### src/rtl/cic3_ctrl_pkg.sv
// Shared types and helpers for the CIC3 conversion sequencer.
package cic3_ctrl_pkg;

    typedef enum logic [2:0] {
        IDLE,
        CLEAR,
        SETTLE,
        ACQUIRE,
        DRAIN,
        DONE
    } ctrl_state_t;

    localparam int SETTLE_SAMPLES = 3;

    // Terminal count of the decimation counter (ratio - 1).
    function automatic logic [7:0] dec_ratio(input logic [1:0] sel);
        case (sel)
            2'b00:   return 8'd31;
            2'b01:   return 8'd63;
            2'b10:   return 8'd127;
            default: return 8'd255;
        endcase
    endfunction

endpackage

### src/rtl/cic3_ctrl_fifo.sv
// Synchronous result buffer with flush; DEPTH=1 acts as a single holding register.
module cic3_ctrl_fifo
    import cic3_ctrl_pkg::*;
#(
    parameter int DATA_W = 25,
    parameter int DEPTH  = 1
) (
    input  logic              clk,
    input  logic              reset,
    input  logic              flush,
    input  logic              push,
    input  logic              pop,
    input  logic [DATA_W-1:0] din,
    output logic [DATA_W-1:0] dout,
    output logic              full,
    output logic              empty
);

    localparam int AW = (DEPTH > 1) ? $clog2(DEPTH) : 1;
    localparam int CW = $clog2(DEPTH + 1);

    logic [DATA_W-1:0] mem [DEPTH];
    logic [AW-1:0]     wr_ptr;
    logic [AW-1:0]     rd_ptr;
    logic [CW-1:0]     count;
    logic              do_push;
    logic              do_pop;

    function automatic logic [AW-1:0] next_ptr(input logic [AW-1:0] p);
        if (p == AW'(DEPTH - 1))
            return '0;
        return p + AW'(1);
    endfunction

    assign full    = (count == CW'(DEPTH));
    assign empty   = (count == '0);
    assign do_pop  = pop && !empty;
    // A full buffer still accepts a push when the head leaves in the same cycle.
    assign do_push = push && (!full || do_pop);
    assign dout    = empty ? '0 : mem[rd_ptr];

    always_ff @(posedge clk) begin
        if (reset || flush) begin
            wr_ptr <= '0;
            rd_ptr <= '0;
            count  <= '0;
        end else begin
            if (do_push)
                wr_ptr <= next_ptr(wr_ptr);
            if (do_pop)
                rd_ptr <= next_ptr(rd_ptr);
            if (do_push && !do_pop)
                count <= count + CW'(1);
            else if (do_pop && !do_push)
                count <= count - CW'(1);
        end
    end

    always_ff @(posedge clk) begin
        if (do_push)
            mem[wr_ptr] <= din;
    end

endmodule

### src/rtl/cic3_conv_ctrl.sv
// Conversion sequencer for the 3rd-order CIC decimator.
// Define CIC3_CTRL_FIFO_EN for a FIFO_DEPTH-entry result FIFO; otherwise a single holding register.
module cic3_conv_ctrl
    import cic3_ctrl_pkg::*;
#(
    parameter int DATA_W     = 25,
    parameter int NSAMP_W    = 8,
    parameter int CAP_DLY    = 2,
    parameter int FIFO_DEPTH = 4
) (
    input  logic               clk,
    input  logic               reset,
    input  logic               start,
    input  logic               abort,
    input  logic [1:0]         dec_sel,
    input  logic [NSAMP_W-1:0] num_samples,
    input  logic [DATA_W-1:0]  cic_data,
    input  logic               out_ready,
    output logic               mod_en,
    output logic               cic_clear,
    output logic               dec_stb,
    output logic [DATA_W-1:0]  out_data,
    output logic               out_valid,
    output logic               busy,
    output logic               done,
    output logic               overrun,
    output logic [NSAMP_W-1:0] sample_cnt
);

`ifdef CIC3_CTRL_FIFO_EN
    localparam int BUF_DEPTH = FIFO_DEPTH;
`else
    localparam int BUF_DEPTH = (FIFO_DEPTH > 0) ? 1 : 1;
`endif

    ctrl_state_t        state;
    ctrl_state_t        state_next;
    logic [7:0]         dec_cnt;
    logic [7:0]         dec_term;
    logic [1:0]         settle_cnt;
    logic [NSAMP_W-1:0] tag_cnt;
    logic [CAP_DLY-1:0] tag_pipe;
    logic [CAP_DLY-1:0] tag_low;
    logic [1:0]         dec_sel_q;
    logic [NSAMP_W-1:0] num_q;
    logic [NSAMP_W-1:0] sample_cnt_q;
    logic               overrun_q;
    logic               start_acc;
    logic               abort_act;
    logic               strobe;
    logic               push;
    logic               pop;
    logic               full;
    logic               empty;

    assign dec_term  = dec_ratio(dec_sel_q);
    assign start_acc = start && !abort && (state == IDLE);
    assign abort_act = abort && (state != IDLE);
    assign strobe    = ((state == SETTLE) || (state == ACQUIRE)) && (dec_cnt == dec_term);
    // Oldest tag reaches the end of the pipe: cic_data now holds that tag's result.
    assign push      = tag_pipe[CAP_DLY-1] && !abort_act;
    assign tag_low   = tag_pipe << 1;
    assign pop       = out_valid && out_ready;

    assign dec_stb    = strobe;
    assign busy       = (state != IDLE);
    assign out_valid  = !empty;
    assign overrun    = overrun_q;
    assign sample_cnt = sample_cnt_q;

    always_comb begin
        state_next = state;
        mod_en     = 1'b0;
        cic_clear  = 1'b0;
        done       = 1'b0;
        case (state)
            IDLE: begin
                if (start_acc)
                    state_next = CLEAR;
            end
            CLEAR: begin
                cic_clear  = 1'b1;
                state_next = SETTLE;
            end
            SETTLE: begin
                mod_en = 1'b1;
                if (strobe && (settle_cnt == 2'(SETTLE_SAMPLES - 1)))
                    state_next = ACQUIRE;
            end
            ACQUIRE: begin
                mod_en = 1'b1;
                if (strobe && (num_q != '0) && (tag_cnt == num_q - NSAMP_W'(1)))
                    state_next = DRAIN;
            end
            DRAIN: begin
                mod_en = 1'b1;
                if (tag_pipe[CAP_DLY-1] && (tag_low == '0))
                    state_next = DONE;
            end
            DONE: begin
                done       = 1'b1;
                state_next = IDLE;
            end
            default: state_next = IDLE;
        endcase
        if (abort_act)
            state_next = IDLE;
    end

    always_ff @(posedge clk) begin
        if (reset) begin
            state        <= IDLE;
            dec_cnt      <= '0;
            settle_cnt   <= '0;
            tag_cnt      <= '0;
            tag_pipe     <= '0;
            dec_sel_q    <= '0;
            num_q        <= '0;
            sample_cnt_q <= '0;
            overrun_q    <= 1'b0;
        end else begin
            state <= state_next;
            if (start_acc) begin
                dec_sel_q    <= dec_sel;
                num_q        <= num_samples;
                sample_cnt_q <= '0;
                overrun_q    <= 1'b0;
            end
            if (abort_act) begin
                tag_pipe <= '0;
                dec_cnt  <= '0;
            end else begin
                tag_pipe[0] <= strobe && (state == ACQUIRE);
                for (int i = 1; i < CAP_DLY; i++)
                    tag_pipe[i] <= tag_pipe[i-1];
                case (state)
                    CLEAR: begin
                        dec_cnt    <= '0;
                        settle_cnt <= '0;
                        tag_cnt    <= '0;
                    end
                    SETTLE, ACQUIRE: begin
                        dec_cnt <= strobe ? 8'd0 : dec_cnt + 8'd1;
                        if (strobe && (state == SETTLE))
                            settle_cnt <= settle_cnt + 2'd1;
                        if (strobe && (state == ACQUIRE))
                            tag_cnt <= tag_cnt + NSAMP_W'(1);
                    end
                    default: ;
                endcase
            end
            if (push) begin
                sample_cnt_q <= sample_cnt_q + NSAMP_W'(1);
                if (full && !pop)
                    overrun_q <= 1'b1;
            end
        end
    end

    cic3_ctrl_fifo #(
        .DATA_W (DATA_W),
        .DEPTH  (BUF_DEPTH)
    ) u_fifo (
        .clk   (clk),
        .reset (reset),
        .flush (abort_act),
        .push  (push),
        .pop   (pop),
        .din   (cic_data),
        .dout  (out_data),
        .full  (full),
        .empty (empty)
    );

endmodule

### config.mk
export PLATFORM = sky130hd
export DESIGN_NAME = cic3_conv_ctrl
export DESIGN_NICKNAME = d
export VERILOG_FILES = /design/src/rtl/cic3_ctrl_pkg.sv /design/src/rtl/cic3_ctrl_fifo.sv /design/src/rtl/cic3_conv_ctrl.sv
export SDC_FILE = /design/constraint.sdc
export NUM_CORES = 1
export LEC_CHECK = 0
export ABC_AREA = 0
export CORE_ASPECT_RATIO = 1.25
export CORE_MARGIN = 5
export CORE_UTILIZATION = 29
export CTS_CLUSTER_SIZE = 40
export DETAILED_ROUTE_END_ITERATION = 6
export PLACE_DENSITY = 0.51
export SETUP_SLACK_MARGIN = 0.15
export SYNTH_ARGS = -nofsm -noshare
export SYNTH_HDL_FRONTEND = slang
export SYNTH_SLANG_ARGS = --single-unit
### constraint.sdc
create_clock -name clk -period 3.85 [get_ports clk]
set_input_delay 1.155 -clock clk [delete_from_list [all_inputs] [get_ports clk]]
set_output_delay 1.155 -clock clk [all_outputs]
set_load 0.01 [all_outputs]
== Word level (Yosys, flattened, before mapping) ==
Memories as Yosys holds them, arrays and structs flattened.
Index checks and enable logic that the tools add are counted.

* Bits in registers: 43
* Bits in writable memories: 25
* Input bits: 40
* Output and inout port bits: 40
* Logic and storage cells: 100
* Memories kept: 1

* $add $sub $neg: 7
* Eq/ne operators: 16
* Mux-type cells: 25
* Bitwise gates (word level): 1
* Reductions and logical operators: 40

{| class="wikitable"
|+ Memory list
! name !! depth !! width !! read ports !! clocked after Yosys merged registers in !! wr ports !! line !! RTL
|-
| u_fifo.mem || 1 || 25 || 1 || 0 || 1 || cic3_ctrl_fifo.sv:22 || <nowiki>logic [DATA_W-1:0] mem [DEPTH];</nowiki>
|}

{| class="wikitable"
|+ Operators with widths
! cell !! count
|-
| 8-bit 2-to-1 mux || 4
|-
| 8-bit one-hot mux with 2 select lines || 2
|-
| 25-bit 2-to-1 mux || 1
|-
| 8-bit by 1-bit adder with 8-bit output (second input constant) || 3
|-
| 8-bit one-hot mux with 3 select lines || 1
|-
| 1-bit logical AND || 17
|-
| 8-bit equality test || 2
|-
| 3-bit one-hot mux with 5 select lines || 1
|-
| 3-bit 2-to-1 mux || 4
|-
| 1-bit 2-to-1 mux || 10
|-
| 2-bit != test (second input constant) || 5
|-
| 8-bit nonzero test || 1
|-
| 8-bit by 1-bit subtractor with 8-bit output (second input constant) || 1
|-
| 3-bit by 2-bit equality test with 1-bit output (second input constant) || 2
|-
| 3-bit equality test (second input constant) || 2
|-
| 1-bit zero test || 6
|-
| 3-bit AND reduction || 2
|-
| 2-bit nonzero test || 3
|-
| 2-bit equality test (second input constant) || 2
|-
| 2-bit zero test || 2
|-
| 2-bit one-hot mux with 2 select lines || 1
|-
| 4-bit AND reduction || 1
|-
| 2-bit OR reduction || 2
|-
| 3-bit by 1-bit equality test with 1-bit output (second input constant) || 1
|-
| 11 further kinds || 13
|}

== Longest topological paths before layout ==
Gate-level depths: netlist (run 1).

* Word-level depth: 9
* Depth in mapped cells: 8
* Depth with buffers taken out: 8

== By module ==
Synthesis (run 1) repeated with hierarchy kept, for this count alone.

* Cells, all modules: 360
* Area total of the unflattened synthesis: 3,370.7 µm²

{| class="wikitable"
|+ Modules (own cells, without submodules)
! module !! instances !! cells each !! area each (µm²) !! sequential area each (µm²)
|-
| cic3_conv_ctrl || 1 || 302 || 2,382.3 || 840.8
|-
| cic3_ctrl_fifo || 1 || 58 || 988.4 || 770.7
|}

== Worst setup path before layout (run 1) ==
OpenSTA, ideal clock, no wires.

* Path type: input-to-reg
* From: input abort
* To: memory u_fifo.mem[0][0], enable pin
* Data arrival time: 2,806 ps
* Data required time: 3,443 ps
* Setup slack: 637 ps
* Cell stages on the path: 4
* Path buffers: 2
* Path through: clkbuf_1 -> a21bo_2 -> buf_2 -> nor2_1

* Word-level cells in the longest chain between the ends: 6

{| class="wikitable"
|+ Ends and longest elaborated chain
! what !! line !! RTL
|-
| from (decl) || cic3_conv_ctrl.sv:14 || <nowiki>input logic abort,</nowiki>
|-
| 1-bit logical AND || cic3_conv_ctrl.sv:58 || <nowiki>assign abort_act = abort && (state != IDLE);</nowiki>
|-
| 1-bit zero test || cic3_conv_ctrl.sv:61 || <nowiki>assign push = tag_pipe[CAP_DLY-1] && !abort_act;</nowiki>
|-
| 1-bit logical AND || cic3_conv_ctrl.sv:61 ||
|-
| 1-bit logical AND || cic3_ctrl_fifo.sv:39 || <nowiki>assign do_push = push && (!full || do_pop);</nowiki>
|-
| named net u_fifo.do_push || cic3_ctrl_fifo.sv:26 || <nowiki>logic do_push;</nowiki>
|-
| 1-bit 2-to-1 mux || cic3_ctrl_fifo.sv:60 || <nowiki>if (do_push)</nowiki>
|-
| 1-bit 2-to-1 mux (not written as such) || cic3_ctrl_fifo.sv:61 || <nowiki>mem[wr_ptr] <= din;</nowiki>
|-
| to (decl) || cic3_ctrl_fifo.sv:22 ||
|}

The timed path passes the listed nets, and every way through them passes these cells.

== Worst setup path after layout (run 1) ==
* From: register dec_cnt[0]
* To: output dec_stb

* Word-level cells in the longest chain between the ends: 2

{| class="wikitable"
|+ Ends and longest elaborated chain
! what !! line !! RTL
|-
| from (decl) || cic3_conv_ctrl.sv:38 || <nowiki>logic [7:0] dec_cnt;</nowiki>
|-
| from (signal assigned) || cic3_conv_ctrl.sv:143 || <nowiki>dec_cnt <= strobe ? 8'd0 : dec_cnt + 8'd1;</nowiki>
|-
| 8-bit equality test || cic3_conv_ctrl.sv:59 || <nowiki>assign strobe = ((state == SETTLE) || (state == ACQUIRE)) && (dec_cnt == dec_term);</nowiki>
|-
| 1-bit logical AND || cic3_conv_ctrl.sv:59 ||
|-
| to (decl) || cic3_conv_ctrl.sv:21 || <nowiki>output logic dec_stb,</nowiki>
|}

Every way passes these cells.

==> results of run 1 <==
-- power breakdown --
| group | internal (W) | leakage (nW) | total, W | switching, W |
|---|---|---|---|---|
| Combinational | 0.0000659 | 0.869 | 0.000121 | 0.0000551 |
| Sequential | 0.000751 | 0.572 | 0.000760 | 0.00000943 |
| Clock | 0.000501 | 0.142 | 0.000809 | 0.000308 |
| Total | 0.00132 | 1.58 | 0.00169 | 0.000373 |
-- logic make-up after synthesis --
family                     synth area share
AOI/OAI and AO/OA                     0.120
xor gates and xnor gates             0.0483
adders and majority gates            0.0230
buffers and inverters                0.0345
DFF                                   0.493
muxes                                0.0253
and+or+nand+nor                       0.256
-- worst max-delay path, stage by stage (launching register included) --
cell	delay (ps)
sky130_fd_sc_hd__dfxtp_1	360
sky130_fd_sc_hd__ha_1	180
sky130_fd_sc_hd__and3_1	190
sky130_fd_sc_hd__and2_1	200
sky130_fd_sc_hd__a21bo_2	340
sky130_fd_sc_hd__nor2_1	150
sky130_fd_sc_hd__clkdlybuf4s50_1	550
-- cell usage after synthesis (3+ instances only) --
cell / n
sky130_fd_sc_hd__mux2i_1: 6
sky130_fd_sc_hd__o21ai_0: 4
sky130_fd_sc_hd__nor4_1: 3
sky130_fd_sc_hd__xnor2_1: 14
sky130_fd_sc_hd__dfxtp_1: 43
sky130_fd_sc_hd__nor2b_1: 3
sky130_fd_sc_hd__o21ai_1: 5
sky130_fd_sc_hd__a21oi_1: 27
sky130_fd_sc_hd__xor2_1: 4
sky130_fd_sc_hd__edfxtp_1: 25
sky130_fd_sc_hd__nand2b_1: 5
sky130_fd_sc_hd__inv_1: 5
sky130_fd_sc_hd__ha_1: 6
sky130_fd_sc_hd__buf_2: 3
sky130_fd_sc_hd__buf_6: 3
sky130_fd_sc_hd__nor3_1: 5
sky130_fd_sc_hd__and2_1: 27
sky130_fd_sc_hd__nand4_1: 8
sky130_fd_sc_hd__and3_1: 6
sky130_fd_sc_hd__o211ai_1: 3
sky130_fd_sc_hd__nor2_1: 48
sky130_fd_sc_hd__clkbuf_1: 12
sky130_fd_sc_hd__nand2_1: 41
sky130_fd_sc_hd__nand3_1: 6
-- worst min-delay path by stage --
stage,from,endpoint,slack (ps),depth (start not counted)
floorplan,tag_pipe[0]$_SDFF_PP0_,tag_pipe[1]$_SDFF_PP0_,420,2
global placement,tag_pipe[0]$_SDFF_PP0_,tag_pipe[1]$_SDFF_PP0_,430,2
detailed placement,tag_pipe[0]$_SDFF_PP0_,tag_pipe[1]$_SDFF_PP0_,430,2
CTS,tag_pipe[0]$_SDFF_PP0_,tag_pipe[1]$_SDFF_PP0_,440,2
global route,tag_pipe[0]$_SDFF_PP0_,tag_pipe[1]$_SDFF_PP0_,470,2
finish,tag_pipe[0]$_SDFF_PP0_,tag_pipe[1]$_SDFF_PP0_,430,2
-- final cells by class --
type | instances | area, um^2
clock buffers | 10 | 229
clock inverters | 6 | 65.1
fillers | 1093 | 6640
inverters | 5 | 18.8
multi-input cells | 257 | 1540
flip-flops and latches | 68 | 1610
well taps | 135 | 169
repair buffers | 81 | 806
-- flip-flops by register name, summed over array words and instances, names as in the netlist, 2 cells and up --
| register | flops |
|---|---|
| dec_sel_q | 2 |
| sample_cnt | 8 |
| state | 3 |
| u_fifo.mem | 25 |
| num_q | 8 |
| dec_cnt | 8 |
| tag_pipe | 2 |
| settle_cnt | 2 |
| tag_cnt | 8 |
-- stage by stage --
| stage | std cells | worst slack [ps] | total power (W) | hold slack [ps] |
|---|---|---|---|---|
| 2_1_floorplan | 348 | 637 | 0.000841 | 416 |
| 3_3_place_gp | 546 | 778 | 0.000895 | 427 |
| 3_5_place_dp | 546 | 746 | 0.000897 | 431 |
| 4_1_cts | 562 | 358 | 0.00172 | 435 |
| 5_1_grt | 562 | 205 | 0.00176 | 466 |
| 6_report | 562 | 385 | 0.00169 | 430 |
-- layer usage --
| layer | wire length, um | up-vias | track usage | part of all wire |
|---|---|---|---|---|
| met3 | 442 | 18 | 0.0421 | 0.054 |
| met4 | 232 | 0 | 0.0647 | 0.028 |
| met2 | 3540 | 84 | 0.188 | 0.43 |
| met5 | 0 | - | 0 | 0 |
| li1 | - | 1364 | - | - |
| met1 | 3950 | 1226 | 0.157 | 0.48 |
==> results by group, run 1 <==
Place
  – Instance area after placement: between 4000 and 5000 um^2
  – Post-DP HPWL: a little over 6000 um
  – Count of buffers inserted at the top-level ports: 79
  – Final weighted congestion in routability-driven placement: between 0.8 and 0.9

Setup path
  – Launching element type of the critical path: flip-flop
  – Worst r2r dst: state[0]$_SDFFE_PP0P_
  – Critical Path Source: dec_cnt[0]$_SDFFE_PP0P_
  – Arrival time at the worst endpoint: 2310 ps
  – Depth of the worst register-to-register path: 8
  – Internal reg-to-reg setup slack: 1520 ps
  – Worst r2r src: num_q[0]$_SDFFE_PP0P_
  – CP Class: reg2out
  – Critical path data required time: between 2000 and 3000 ps
  – Crit-path max FO: 13
  – CP Capture Point: dec_stb
  – Kind of end point of the critical path: output pin

Synth
  – Mapped Cells: between 300 and 400
  – Async set-reset flop share out of synthesis: 0
  – Top cell type's share of synthesized area: 0.264
  – Seq/Total Area, Yosys: 0.493
  – Most frequently used flop master after synthesis: sky130_fd_sc_hd__dfxtp_1
  – Number of synthesized register bits: approximately 70
  – Top area cells in the synthesized netlist: sky130_fd_sc_hd__dfxtp_1 26%, sky130_fd_sc_hd__edfxtp_1 23%, sky130_fd_sc_hd__nor2_1 5.5%
  – Number of distinct library cells after synthesis: a little over 50
  – Net count after synthesis: 394
  – Synthesized area per cell: ~9.4 um^2
  – Number of enable-type register cells in the synthesized netlist: 25
  – Synthesis warning total: 0
  – Dominant cell type by area after synthesis: sky130_fd_sc_hd__dfxtp_1
  – Syn Std Cell Area: about 3300 um^2

Layout
  – Commonest non-fill, non-tap cells in the layout: 79 x sky130_fd_sc_hd__clkdlybuf4s50_1, 47 x sky130_fd_sc_hd__nor2_1, 43 x sky130_fd_sc_hd__dfxtp_1, 41 x sky130_fd_sc_hd__nand2_1
  – Final standard cell area without fillers: approximately 4400 um^2
  – Utilization after layout: 0.401
  – Area growth syn-to-layout: 36.1%
  – Share of cells above drive strength 1: 0.0726
  – Diodes inserted: 0
  – Number of nets in the finished design: between 400 and 500
  – Leading cell type in the layout, fill and taps excluded: sky130_fd_sc_hd__clkdlybuf4s50_1

Power and ir drop
  – Leak Pwr: roughly 1.6 nW
  – Cell Pwr Density: 380 nW/um^2
  – Worst IR drop on VDD: about 200 uV

Timing
  – Hold violation total from the final report: 0
  – Worst max-slew margin expressed relative to the limit: 0.499
  – Clock period minus worst slack: between 3000 and 4000 ps
  – Setup repair after global routing missed its margin: false
  – Final setup violating endpoints: 0
  – Transition time at the pin with the least slew margin: approximately 740 ps
  – Max Clock Skew: roughly 7.3 ps
  – Fin. max-slew vios: 0
  – Portion of the clock cycle consumed by the worst path in the final layout: 0.900
  – Aggregate negative setup slack: 0 ps
  – Upper clock frequency limit: 289 MHz

Detailed routing
  – First-pass DRT Iterations: 4
  – Vias after detailed routing: between 2k and 3k
  – Avg WL per Cell: 14.5 um
  – Drt first-iter violations: approximately 110
  – Remaining DRCs: 0
  – Detailed-route wire length: about 8200 um
  – Mean number of vias per cell: around 4.8
  – Number of nets with antenna violations after routing: 0

Floorplan
  – Top-level I/O count: 80
  – Horizontal die dimension: between 100 and 150 um
  – Core footprint: 11100 um^2
  – Starting utilization of the core area: 0.295
  – Site row count: 43
  – Die Outline Area: 13500 um^2
  – Die boundary height: about 130 um

GRT
  – Total global routing track utilization: 0.124
  – Global-route wire length before repair: between 10000 and 15000 um
  – Via count of the first global-routing pass: 2632
  – Largest net degree at the start of global routing: 28
  – Initial antenna violation count: 0
  – Grt ovf: 0

Clock network
  – Total number of H-tree levels: 3
  – Number of buffers created by CTS: 9
  – Clock Path Buffers: 2
  – CTS-repair resized insts: 0
  – Sinks on the clock net: 68
  – Quantity of hold-fixing buffers added after cts: 0
  – Clock network latency to the later pin of the worst-skew pair: 340 ps
  – TritonCTS clock tree: built
  – Post-CTS setup buffer count: 0
  – Root Buffer: sky130_fd_sc_hd__clkbuf_16
  – Clock transition at the registers of the reported paths: 60 ps

Job
  – Maximum Capacitance Violations: 0

Hold path
  – Class of the tightest hold or removal check: reg2reg

Outcome
  – Status: completed
Power figures use the tool's default switching activity.
==> inputs of run 2 (changes only) <==
--- a/config.mk
+++ b/config.mk
@@ -5,13 +5,15 @@
 export SDC_FILE = /design/constraint.sdc
 export NUM_CORES = 1
 export LEC_CHECK = 0
-export ABC_AREA = 0
+export ABC_AREA = 1
 export CORE_ASPECT_RATIO = 1.25
 export CORE_MARGIN = 5
 export CORE_UTILIZATION = 29
+export CTS_BUF_LIST = sky130_fd_sc_hd__clkbuf_2 sky130_fd_sc_hd__clkbuf_4 sky130_fd_sc_hd__clkbuf_8
+export CTS_CLUSTER_DIAMETER = 150
 export CTS_CLUSTER_SIZE = 40
 export DETAILED_ROUTE_END_ITERATION = 6
-export PLACE_DENSITY = 0.51
+export PLACE_DENSITY = 0.5
 export SETUP_SLACK_MARGIN = 0.15
 export SYNTH_ARGS = -nofsm -noshare
 export SYNTH_HDL_FRONTEND = slang
==> run 2 against run 1 <==
Against the previous run: via count increased by 12%; clock skew is 3.1 ps higher; routed wire length is 1.6% higher; clock power shrank 20%; largest power group is now sequential cells.
==> results by group, run 2 <==
Timing
  – Aggregate negative setup slack: 0 ps (unchanged)
  – Setup repair after global routing missed its margin: false (unchanged)
  – Final setup violating endpoints: 0 (unchanged)
  – Upper clock frequency limit: 292 MHz (was 289 MHz)
  – Portion of the clock cycle consumed by the worst path in the final layout: 0.891 (was 0.900)
  – Hold violation total from the final report: 0 (unchanged)
  – Fin. max-slew vios: 0 (unchanged)
  – Clock period minus worst slack: 3430 ps (was 3460 ps)
  – Worst max-slew margin expressed relative to the limit: 0.755 (was 0.499)
  – Transition time at the pin with the least slew margin: 366 ps (was 745 ps)
  – Max Clock Skew: 10.4 ps (was 7.33 ps)

Floorplan
  – Die boundary height: 132 um (was 129 um)
  – Starting utilization of the core area: 0.298 (was 0.295)
  – Top-level I/O count: 80 (unchanged)
  – Horizontal die dimension: 108 um (was 105 um)
  – Site row count: 44 (was 43)
  – Core footprint: 11700 um^2 (was 11100 um^2)
  – Die Outline Area: 14300 um^2 (was 13500 um^2)

Layout
  – Diodes inserted: 0 (unchanged)
  – Area growth syn-to-layout: 34.5% (was 36.1%)
  – Number of nets in the finished design: 576 (was 468)
  – Area of all sequential standard cells: 1610 um^2 (unchanged)
  – Area of combinational cells with multiple inputs: 1510 um^2 (was 1540 um^2)
  – Largest register FFs: 25 (unchanged)
  – Leading cell type in the layout, fill and taps excluded: sky130_fd_sc_hd__nand2_1 (was sky130_fd_sc_hd__clkdlybuf4s50_1)
  – Share of cells above drive strength 1: 0.107 (was 0.0726)
  – Largest reg by FF count: u_fifo.mem (unchanged)
  – Layout fillers: 1263 (was 1093)
  – Commonest non-fill, non-tap cells in the layout: 105 x sky130_fd_sc_hd__nand2_1, 79 x sky130_fd_sc_hd__clkdlybuf4s50_1, 73 x sky130_fd_sc_hd__inv_1, 43 x sky130_fd_sc_hd__dfxtp_1, 39 x sky130_fd_sc_hd__nor2_1 (was 79 x sky130_fd_sc_hd__clkdlybuf4s50_1, 47 x sky130_fd_sc_hd__nor2_1, 43 x sky130_fd_sc_hd__dfxtp_1, 41 x sky130_fd_sc_hd__nand2_1)

Clock network
  – Clock Path Buffers: 2 (unchanged)
  – TritonCTS clock tree: built (unchanged)
  – Post-CTS setup buffer count: 0 (unchanged)
  – Sinks on the clock net: 68 (unchanged)
  – Total number of H-tree levels: 3 (unchanged)
  – Clock transition at the registers of the reported paths: 80 ps (was 60 ps)
  – Number of buffers created by CTS: 9 (unchanged)
  – CTS-repair resized insts: 0 (unchanged)
  – Clock network latency to the later pin of the worst-skew pair: 340 ps (about the same)
  – Quantity of hold-fixing buffers added after cts: 0 (unchanged)
  – Root Buffer: sky130_fd_sc_hd__clkbuf_8 (was sky130_fd_sc_hd__clkbuf_16)

GRT
  – Total global routing track utilization: 0.118 (was 0.124)
  – Initial antenna violation count: 0 (unchanged)
  – Global-route wire length before repair: 13600 um (was 13300 um)
  – Grt ovf: 0 (unchanged)
  – Via count of the first global-routing pass: 2840 (was 2632)
  – Largest net degree at the start of global routing: 28 (unchanged)

Setup path
  – Worst r2r src: num_q[0]$_SDFFE_PP0P_ (unchanged)
  – Kind of end point of the critical path: output pin (unchanged)
  – Crit-path max FO: 6 (was 13)
  – Arrival time at the worst endpoint: 2270 ps (was 2310 ps)
  – CP Class: reg2out (unchanged)
  – Launching element type of the critical path: flip-flop (unchanged)
  – Critical Path Source: dec_cnt[0]$_SDFFE_PP0P_ (unchanged)
  – Critical path data required time: 2690 ps (about the same)

Synth
  – Synthesized area per cell: 7.79 um^2 (was 9.38 um^2)
  – Synthesis warning total: 0 (unchanged)
  – Net count after synthesis: 492 (was 394)
  – Top area cells in the synthesized netlist: sky130_fd_sc_hd__dfxtp_1 25%, sky130_fd_sc_hd__edfxtp_1 22%, sky130_fd_sc_hd__nand2_1 11% (was sky130_fd_sc_hd__dfxtp_1 26%, sky130_fd_sc_hd__edfxtp_1 23%, sky130_fd_sc_hd__nor2_1 5.5%)
  – Seq/Total Area, Yosys: 0.464 (was 0.493)
  – Dominant cell type by area after synthesis: sky130_fd_sc_hd__dfxtp_1 (unchanged)
  – Number of enable-type register cells in the synthesized netlist: 25 (unchanged)
  – Number of distinct library cells after synthesis: 37 (was 51)
  – Most frequently used cell type in the post-synthesis netlist: sky130_fd_sc_hd__nand2_1 (was sky130_fd_sc_hd__nor2_1)
  – Top cell type's share of synthesized area: 0.248 (was 0.264)
  – Async set-reset flop share out of synthesis: 0 (unchanged)
  – Number of synthesized register bits: 68 (unchanged)
  – List of most frequent post-synthesis cells: 105 x sky130_fd_sc_hd__nand2_1, 73 x sky130_fd_sc_hd__inv_1, 43 x sky130_fd_sc_hd__dfxtp_1 (was 48 x sky130_fd_sc_hd__nor2_1, 43 x sky130_fd_sc_hd__dfxtp_1, 41 x sky130_fd_sc_hd__nand2_1)
  – Mapped Cells: 446 (was 348)
  – Syn Std Cell Area: 3470 um^2 (was 3270 um^2)
  – Most frequently used flop master after synthesis: sky130_fd_sc_hd__dfxtp_1 (unchanged)

Power and ir drop
  – Cell Pwr Density: 430 nW/um^2 (was 380 nW/um^2)
  – Worst IR drop on VDD: 159 uV (was 199 uV)
  – Leak Pwr: 1.92 nW (was 1.58 nW)
  – Power, Total: 0.00201 W (was 0.00169 W)

Detailed routing
  – Detailed-route wire length: 8290 um (was 8170 um)
  – Avg WL per Cell: 11.9 um (was 14.5 um)
  – Number of nets with antenna violations after routing: 0 (unchanged)
  – First-pass DRT Iterations: 4 (unchanged)
  – Drt first-iter violations: 143 (was 111)
  – Remaining DRCs: 0 (unchanged)
  – Mean number of vias per cell: 4.32 (was 4.79)
  – Vias after detailed routing: 3008 (was 2692)

Place
  – Final weighted congestion in routability-driven placement: 0.840 (was 0.821)
  – Post-DP HPWL: 6400 um (was 6050 um)
  – Count of buffers inserted at the top-level ports: 79 (unchanged)

Job
  – Maximum Capacitance Violations: 0 (unchanged)

Outcome
  – Status: completed (unchanged)

Hold path
  – Class of the tightest hold or removal check: reg2reg (unchanged)
  – Origin of the worst min-delay path: tag_pipe[0]$_SDFF_PP0_ (unchanged)
-- run 2: worst paths after layout --
check                           end  slack [ps]  cells after the start
max                         dec_stb         420                      8
min          tag_pipe[1]$_SDFF_PP0_         440                      2
max reg2reg   state[0]$_SDFFE_PP0P_        2080                     13
min reg2reg  tag_pipe[1]$_SDFF_PP0_         440                      2
-- run 2: final cells by class --
class / count / area share
clock inverters: 5 / 0.0163
repair buffers: 82 / 0.174
inverters: 83 / 0.0678
flip-flops and latches: 68 / 0.345
clock buffers: 11 / 0.0297
multi-input cells: 286 / 0.324
well taps: 161 / 0.0431
-- run 2: metal layers --
metal / wire length [um] / GRT usage / share of wire
met5: 0 / 0 / 0
met2: 3710 / 0.186 / 0.45
met3: 403 / 0.0279 / 0.049
met4: 199 / 0.0512 / 0.024
met1: 3980 / 0.153 / 0.48
-- run 2: through the flow --
stage	hold WS, ps	setup slack [ps]	area [um^2]	utilization	std cells
2_1_floorplan	408	1070	3470	-	446
3_3_place_gp	429	818	4460	0.382	680
3_5_place_dp	432	775	4460	0.382	680
4_1_cts	441	383	4670	0.400	696
5_1_grt	465	299	4670	0.400	696
6_report	438	421	4670	0.400	696
-- run 2: kinds of logic after synthesis --
family,Yosys count,synth area share
XOR/XNOR,8,0.0202
AO/OA/AOI/OAI,76,0.129
flip-flops,68,0.464
buffers and inverters,92,0.101
AND/OR/NAND/NOR,196,0.264
adder cells (fa/ha/maj),6,0.0216
-- run 2: where the power goes --
| part | total, W | internal (W) | switching, W |
|---|---|---|---|
| combinational | 0.000538 | 0.000209 | 0.000329 |
| clock | 0.000646 | 0.000376 | 0.000270 |
| sequential | 0.000823 | 0.000785 | 0.0000375 |
-- run 2: critical path, stage by stage, from the launching register on --
cell and delay, ps:
sky130_fd_sc_hd__dfxtp_1 380, sky130_fd_sc_hd__ha_1 220, sky130_fd_sc_hd__nand3_2 120, sky130_fd_sc_hd__nor2_4 150
sky130_fd_sc_hd__nand3_4 100, sky130_fd_sc_hd__nor2_8 190, sky130_fd_sc_hd__inv_1 80, sky130_fd_sc_hd__nor2_1 140
sky130_fd_sc_hd__clkdlybuf4s50_1 560
